$ cat config.mk
export PLATFORM = sky130hd
export DESIGN_NAME = addsub_result_fifo
export DESIGN_NICKNAME = d
export VERILOG_FILES = /design/src/rtl/addsub_pkg.sv /design/src/rtl/addsub_fifo_mem.sv /design/src/rtl/addsub_result_fifo.sv
export SDC_FILE = /design/constraint.sdc
export NUM_CORES = 1
export LEC_CHECK = 0
export BUFFER_PORTS_ARGS = -buffer_cell sky130_fd_sc_hd__buf_2
export CORE_ASPECT_RATIO = 1.2
export CORE_UTILIZATION = 50
export CTS_CLUSTER_DIAMETER = 50
export DETAILED_ROUTE_END_ITERATION = 8
export GPL_ROUTABILITY_DRIVEN = 0
export PLACE_DENSITY = 0.71
export RECOVER_POWER = 100
export SYNTH_ARGS = -nofsm -noshare
export SYNTH_HDL_FRONTEND = slang
export SYNTH_SLANG_ARGS = --single-unit
$ cat constraint.sdc
create_clock -name clk -period 4.2 [get_ports clk]
set_clock_uncertainty 0.05 [all_clocks]
set_input_delay 0.84 -clock clk [delete_from_list [all_inputs] [get_ports clk]]
set_output_delay 0.84 -clock clk [all_outputs]
set_load 0.01 [all_outputs]
$ cat src/rtl/addsub_pkg.sv
// Shared definitions for the add/sub result FIFO: default geometry, the
// stored entry record, the occupancy state encoding and a saturating counter helper.
package addsub_pkg;

  localparam int ADDSUB_WIDTH = 4;
  localparam int ADDSUB_DEPTH = 4;

  // One stored adder/subtractor result, kept exactly as produced upstream.
  typedef struct packed {
    logic [ADDSUB_WIDTH-1:0] result;
    logic                    carry;
    logic                    overflow;
    logic                    mode;     // 0 = add, 1 = sub
  } addsub_entry_t;

  // Occupancy classes of the FIFO.
  typedef enum logic [1:0] {
    OCC_EMPTY   = 2'd0,
    OCC_PARTIAL = 2'd1,
    OCC_FULL    = 2'd2
  } occ_state_e;

  // Increment an 8-bit counter by one when enabled, holding at 255.
  function automatic logic [7:0] sat_inc8(input logic [7:0] value, input logic en);
    logic [7:0] res;
    if (en && (value != 8'hFF)) begin
      res = value + 8'd1;
    end else begin
      res = value;
    end
    return res;
  endfunction

endpackage

$ cat src/rtl/addsub_fifo_mem.sv
// Entry storage for the add/sub result FIFO: DEPTH words of DW bits,
// one synchronous write port and one asynchronous read port. No reset:
// contents are only ever observed through the FIFO's read pointer.
module addsub_fifo_mem #(
  parameter int DEPTH = 4,
  parameter int DW    = 7
) (
  input  logic                     clk,
  input  logic                     we_i,
  input  logic [$clog2(DEPTH)-1:0] waddr_i,
  input  logic [DW-1:0]            wdata_i,
  input  logic [$clog2(DEPTH)-1:0] raddr_i,
  output logic [DW-1:0]            rdata_o
);

  logic [DW-1:0] mem_q [DEPTH];

  // Write the pushed entry into the slot addressed by the write pointer.
  always_ff @(posedge clk) begin
    if (we_i) begin
      mem_q[waddr_i] <= wdata_i;
    end
  end

  assign rdata_o = mem_q[raddr_i];

endmodule

$ cat src/rtl/addsub_result_fifo.sv
// Result FIFO sitting behind a WIDTH-bit adder/subtractor. Stores raw
// {result, carry, overflow, mode} entries in strict order, reports occupancy
// and keeps a sticky overflow flag. Defining ADDSUB_STATS_EN adds the
// saturating op_count / sub_count push statistics outputs.
module addsub_result_fifo
  import addsub_pkg::*;
#(
  parameter int DEPTH = ADDSUB_DEPTH,
  parameter int WIDTH = ADDSUB_WIDTH
) (
  input  logic                     clk,
  input  logic                     rst_n,
  input  logic                     in_valid,
  output logic                     in_ready,
  input  logic [WIDTH-1:0]         in_result,
  input  logic                     in_carry,
  input  logic                     in_overflow,
  input  logic                     in_mode,
  output logic                     out_valid,
  input  logic                     out_ready,
  output logic [WIDTH-1:0]         out_result,
  output logic                     out_carry,
  output logic                     out_overflow,
  output logic                     out_mode,
  output logic [$clog2(DEPTH):0]   count,
  output logic                     sticky_ovf,
`ifdef ADDSUB_STATS_EN
  output logic [7:0]               op_count,
  output logic [7:0]               sub_count,
`endif
  input  logic                     clear_sticky
);

  localparam int AW = $clog2(DEPTH);
  localparam int CW = AW + 1;
  localparam int EW = WIDTH + 3;

  // Same layout as addsub_entry_t, sized by this instance's WIDTH.
  typedef struct packed {
    logic [WIDTH-1:0] result;
    logic             carry;
    logic             overflow;
    logic             mode;
  } fifo_entry_t;

  // Control state
  logic [AW-1:0] wr_ptr_q, wr_ptr_d;
  logic [AW-1:0] rd_ptr_q, rd_ptr_d;
  logic [CW-1:0] count_q, count_d;
  occ_state_e    occ_q, occ_d;
  logic          in_ready_q, out_valid_q;
  logic          sticky_q, sticky_d;

  logic          push_s, pop_s;
  fifo_entry_t   wr_entry_s, rd_entry_s;
  logic [EW-1:0] rd_data_s;

`ifdef ADDSUB_STATS_EN
  logic [7:0]    op_count_q, op_count_d;
  logic [7:0]    sub_count_q, sub_count_d;
`endif

  // Handshake qualification: a full FIFO refuses pushes, an empty one has nothing to pop.
  always_comb begin
    push_s = in_valid && (occ_q != OCC_FULL);
    pop_s  = out_ready && (occ_q != OCC_EMPTY);
  end

  // Next-state for pointers, occupancy and the sticky overflow flag.
  always_comb begin
    wr_ptr_d = wr_ptr_q;
    rd_ptr_d = rd_ptr_q;
    count_d  = count_q;
    occ_d    = occ_q;
    sticky_d = sticky_q;

    if (push_s) begin
      wr_ptr_d = wr_ptr_q + AW'(1);
    end else begin
      wr_ptr_d = wr_ptr_q;
    end

    if (pop_s) begin
      rd_ptr_d = rd_ptr_q + AW'(1);
    end else begin
      rd_ptr_d = rd_ptr_q;
    end

    case ({push_s, pop_s})
      2'b10:   count_d = count_q + CW'(1);
      2'b01:   count_d = count_q - CW'(1);
      default: count_d = count_q;
    endcase

    if (count_d == CW'(0)) begin
      occ_d = OCC_EMPTY;
    end else if (count_d == CW'(DEPTH)) begin
      occ_d = OCC_FULL;
    end else begin
      occ_d = OCC_PARTIAL;
    end

    // A new overflow wins over a clear in the same cycle.
    if (push_s && in_overflow) begin
      sticky_d = 1'b1;
    end else if (clear_sticky) begin
      sticky_d = 1'b0;
    end else begin
      sticky_d = sticky_q;
    end
  end

`ifdef ADDSUB_STATS_EN
  // Saturating push and subtraction counters.
  always_comb begin
    op_count_d  = sat_inc8(op_count_q, push_s);
    sub_count_d = sat_inc8(sub_count_q, push_s && in_mode);
  end
`endif

  // Occupancy state machine and registered flags; reset discards every entry.
  always_ff @(posedge clk) begin
    if (!rst_n) begin
      wr_ptr_q    <= '0;
      rd_ptr_q    <= '0;
      count_q     <= '0;
      occ_q       <= OCC_EMPTY;
      in_ready_q  <= 1'b1;
      out_valid_q <= 1'b0;
      sticky_q    <= 1'b0;
    end else begin
      wr_ptr_q    <= wr_ptr_d;
      rd_ptr_q    <= rd_ptr_d;
      count_q     <= count_d;
      occ_q       <= occ_d;
      in_ready_q  <= (occ_d != OCC_FULL);
      out_valid_q <= (occ_d != OCC_EMPTY);
      sticky_q    <= sticky_d;
    end
  end

`ifdef ADDSUB_STATS_EN
  // Statistics registers, cleared by reset.
  always_ff @(posedge clk) begin
    if (!rst_n) begin
      op_count_q  <= 8'd0;
      sub_count_q <= 8'd0;
    end else begin
      op_count_q  <= op_count_d;
      sub_count_q <= sub_count_d;
    end
  end

  assign op_count  = op_count_q;
  assign sub_count = sub_count_q;
`endif

  assign wr_entry_s = '{result: in_result, carry: in_carry, overflow: in_overflow, mode: in_mode};

  // Writes are suppressed during reset so a push in the reset cycle leaves no trace.
  addsub_fifo_mem #(
    .DEPTH (DEPTH),
    .DW    (EW)
  ) u_mem (
    .clk     (clk),
    .we_i    (push_s && rst_n),
    .waddr_i (wr_ptr_q),
    .wdata_i (wr_entry_s),
    .raddr_i (rd_ptr_q),
    .rdata_o (rd_data_s)
  );

  // The head slot cannot be overwritten while it is valid (full blocks pushes),
  // so these fields hold steady across a stalled consumer.
  assign rd_entry_s   = fifo_entry_t'(rd_data_s);
  assign out_result   = rd_entry_s.result;
  assign out_carry    = rd_entry_s.carry;
  assign out_overflow = rd_entry_s.overflow;
  assign out_mode     = rd_entry_s.mode;

  assign in_ready     = in_ready_q;
  assign out_valid    = out_valid_q;
  assign count        = count_q;
  assign sticky_ovf   = sticky_q;

endmodule

==> impl_metrics.tcl <==
set metrics [dict create \
    yosysWarnings 0 \
    antenna_cells 0 \
    seqPwrFrac 0.549 \
    async_flop_share 0 \
    max_slew_margin 0.669 \
    synth_edf_count 28 \
    start_util 0.533 \
    clock_latency_ns 0.36 \
    avgSynthCellArea_sq_um 15.6 \
    gr-total-overflow 0 \
    max-vdd-ir-drop_uv 321 \
    fin_util 0.598 \
    synth_top_area_cell "edfxtp_1" \
    synth-seq-cells 42 \
    cp-start-kind "register" \
    switching_share 0.270 \
    drtPass1Iterations 4 \
    most-common-layout-cells "edfxtp_1 (28), clkbuf_1 (23), dfxtp_1 (14), inv_1 (10), mux4_2 (7)" \
    status "finished, final reports clean" \
    synthToLayoutAreaGrowth_pct 12.3 \
    fp.dieH_microns 65.1 \
    finalSetupViolCount 0 \
    clockBufferDepth 2 \
    final_common_cell "edfxtp_1" \
    pre_cts_ws_ns 1.41 \
    cts_htree_levels 2 \
    nets 152 \
    netlist.area_leader.share 0.508 \
    dieWidth_microns 54.5 \
    nFillCells 255 \
    ctsHoldBuffers 0 \
    hpwl_microns 1860 \
    clkSlewWorstSetupHoldPaths_ns 0.11 \
    place_area_sq_um 1810 \
    p_int_w 0.000677 \
    yosysUniqueCellTypes 27 \
    rsz0062_at_grt "false" \
    syn-num-nets 124 \
    ys_dominant_reg_cell "edfxtp_1" \
    crit_required_ns 3.31 \
    port_buffers 24 \
    num_rows 22 \
    multi_input_area_sq_um 485 \
    seq_area_sq_um 1120 \
    path_cells "mux4_2, clkbuf_1" \
    comb_power_share 0.179 \
    drt_iter0_drc 28 \
    hp-class "register to register" \
    grt_first_pass_wirelength_microns 4280 \
    cts_tree "yes" \
    num_vias 919 \
    clk_root_buffer_cell "clkbuf_4" \
    wl_microns 2620 \
    dieArea_sq_um 3550 \
    switchingPower_w 0.000250 \
    crit_type "register to output pin" \
    worstSetupEndpointType "output pin" \
    cp_top_family "flip-flops" \
    clockPowerShare 0.272 \
    final.min_clock_period_ns 2.60 \
    first_global_vias 945 \
    wl_per_cell_microns 15.3 \
    cap_violations 0 \
    post-cts-setup-buffers 0 \
    p_leak_nw 0.644 \
    postLayoutCellArea_sq_um 1860 \
    cts_made_buffers 5 \
    core_sq_um 3110 \
    synth-seq-area-share 0.677 \
    crit_path_max_incr_delay_ns 0.65 \
    grt.total_usage 0.185 \
    grt_start_max_net_pins 14 \
    tns_ns 0 \
    syn_area_sq_um 1660 \
    power_density_nw_per_um2 498 \
    antenna_found_initial 0 \
    drc_errors 0 \
    synth_area_leaders "edfxtp_1 (51%), dfxtp_1 (17%), mux4_2 (9.5%)" \
    tightest_slew_ns 0.495 \
    worstPathArrival_ns 1.71 \
    finalMaxSlewViolations 0 \
    crit_buf_inv 1 \
    cts_resized 0 \
    final-hold-violation-count 0 \
    vias_per_cell 5.37 \
    fin_crit_sh 0.619 \
    ant_nets 0 \
    max_freq_mhz 384 \
    layout-drive-gt1-share 0.126 \
    cts_sinks 42 \
    syn_inst 106 \
    ios 25 \
    critPathMaxFanout 7 \
    fin_ws_ns 1.60 \
    slowest_stage "dfxtp_1" \
]
[registers in the layout, summed over array words and instances, names as in the netlist, named ones only]
signal       count
u_mem.mem_q     28
count            2
occ_q            2
rd_ptr_q         2
wr_ptr_q         2
in_ready         1
out_valid        1
sticky_ovf       1
[path summary, 6_finish.rpt]
path / startpoint / to / slack [ns] / depth (start not counted)
worst max-delay path: register / out_overflow / 1.60 / 2
worst min-delay path: sticky_ovf$_SDFFE_PN0P_ / sticky_ovf$_SDFFE_PN0P_ / 0.44 / 2
worst max register to register: occ_q[1]$_SDFF_PN0_ / in_ready$_SDFF_PN1_ / 1.80 / 9
worst min register to register: sticky_ovf$_SDFFE_PN0P_ / sticky_ovf$_SDFFE_PN0P_ / 0.44 / 2
[layer usage]
metal | wire length (microns) | track usage
met5 | 0 | 0
met4 | 76 | 0.131
met3 | 110 | 0.0610
met2 | 1380 | 0.313
met1 | 1050 | 0.180
[tightest hold or removal path, cell delays in order (launching register included)]
cell and delay (ns):
dfxtp_1 0.34, nand2b_1 0.07, a21oi_1 0.05
[power groups by stage]
stage / combinational [W] / clock, W / sequential (W)
6_report: 0.000166 / 0.000252 / 0.000509
3_5_place_dp: 0.000175 / 0 / 0.000518
2_1_floorplan: 0.000123 / 0 / 0.000509
3_3_place_gp: 0.000169 / 0 / 0.000516
4_1_cts: 0.000176 / 0.000259 / 0.000509
5_1_grt: 0.000186 / 0.000277 / 0.000516
[area by class of cell]
| cell class | count | area share |
|---|---|---|
| Sequential cell | 42 | 0.603 |
| Timing Repair Buffer | 24 | 0.0498 |
| Inverter | 10 | 0.0202 |
| Clock buffer | 6 | 0.0222 |
| Tap cell | 36 | 0.0242 |
| Clock inverter | 2 | 0.0202 |
| Multi-Input combinational cell | 51 | 0.261 |
[logic make-up (layout without fill, tap and decap cells)]
family                   count (synthesis)  count (layout)  synth area share
AND/OR/NAND/NOR                         16              16            0.0559
buffers and inverters                   13              42            0.0302
multiplexers                             7               7            0.0952
AO/OA/AOI/OAI                           17              17            0.0657
XOR/XNOR                                 5               5            0.0264
adder cells (fa/ha/maj)                  6               6            0.0498
flip-flops                              42              42             0.677
[stage by stage]
stage               std cells  power, W  hold WS, ns
finish                    171  0.000926        0.438
global route              171  0.000978        0.468
CTS                       171  0.000943        0.442
detailed placement        163  0.000693        0.423
global placement          163  0.000685        0.405
floorplan                 106  0.000632        0.435
[cells in the mapped netlist (2+ instances only)]
cell type   n
edfxtp_1   28
dfxtp_1    14
inv_1      10
mux4_2      7
nor2_1      6
a21oi_1     5
ha_1        5
and3_1      4
xor2_1      4
o211ai_1    3
o21ai_0     3
a211oi_1    2
(Power assumes the default switching activity.)
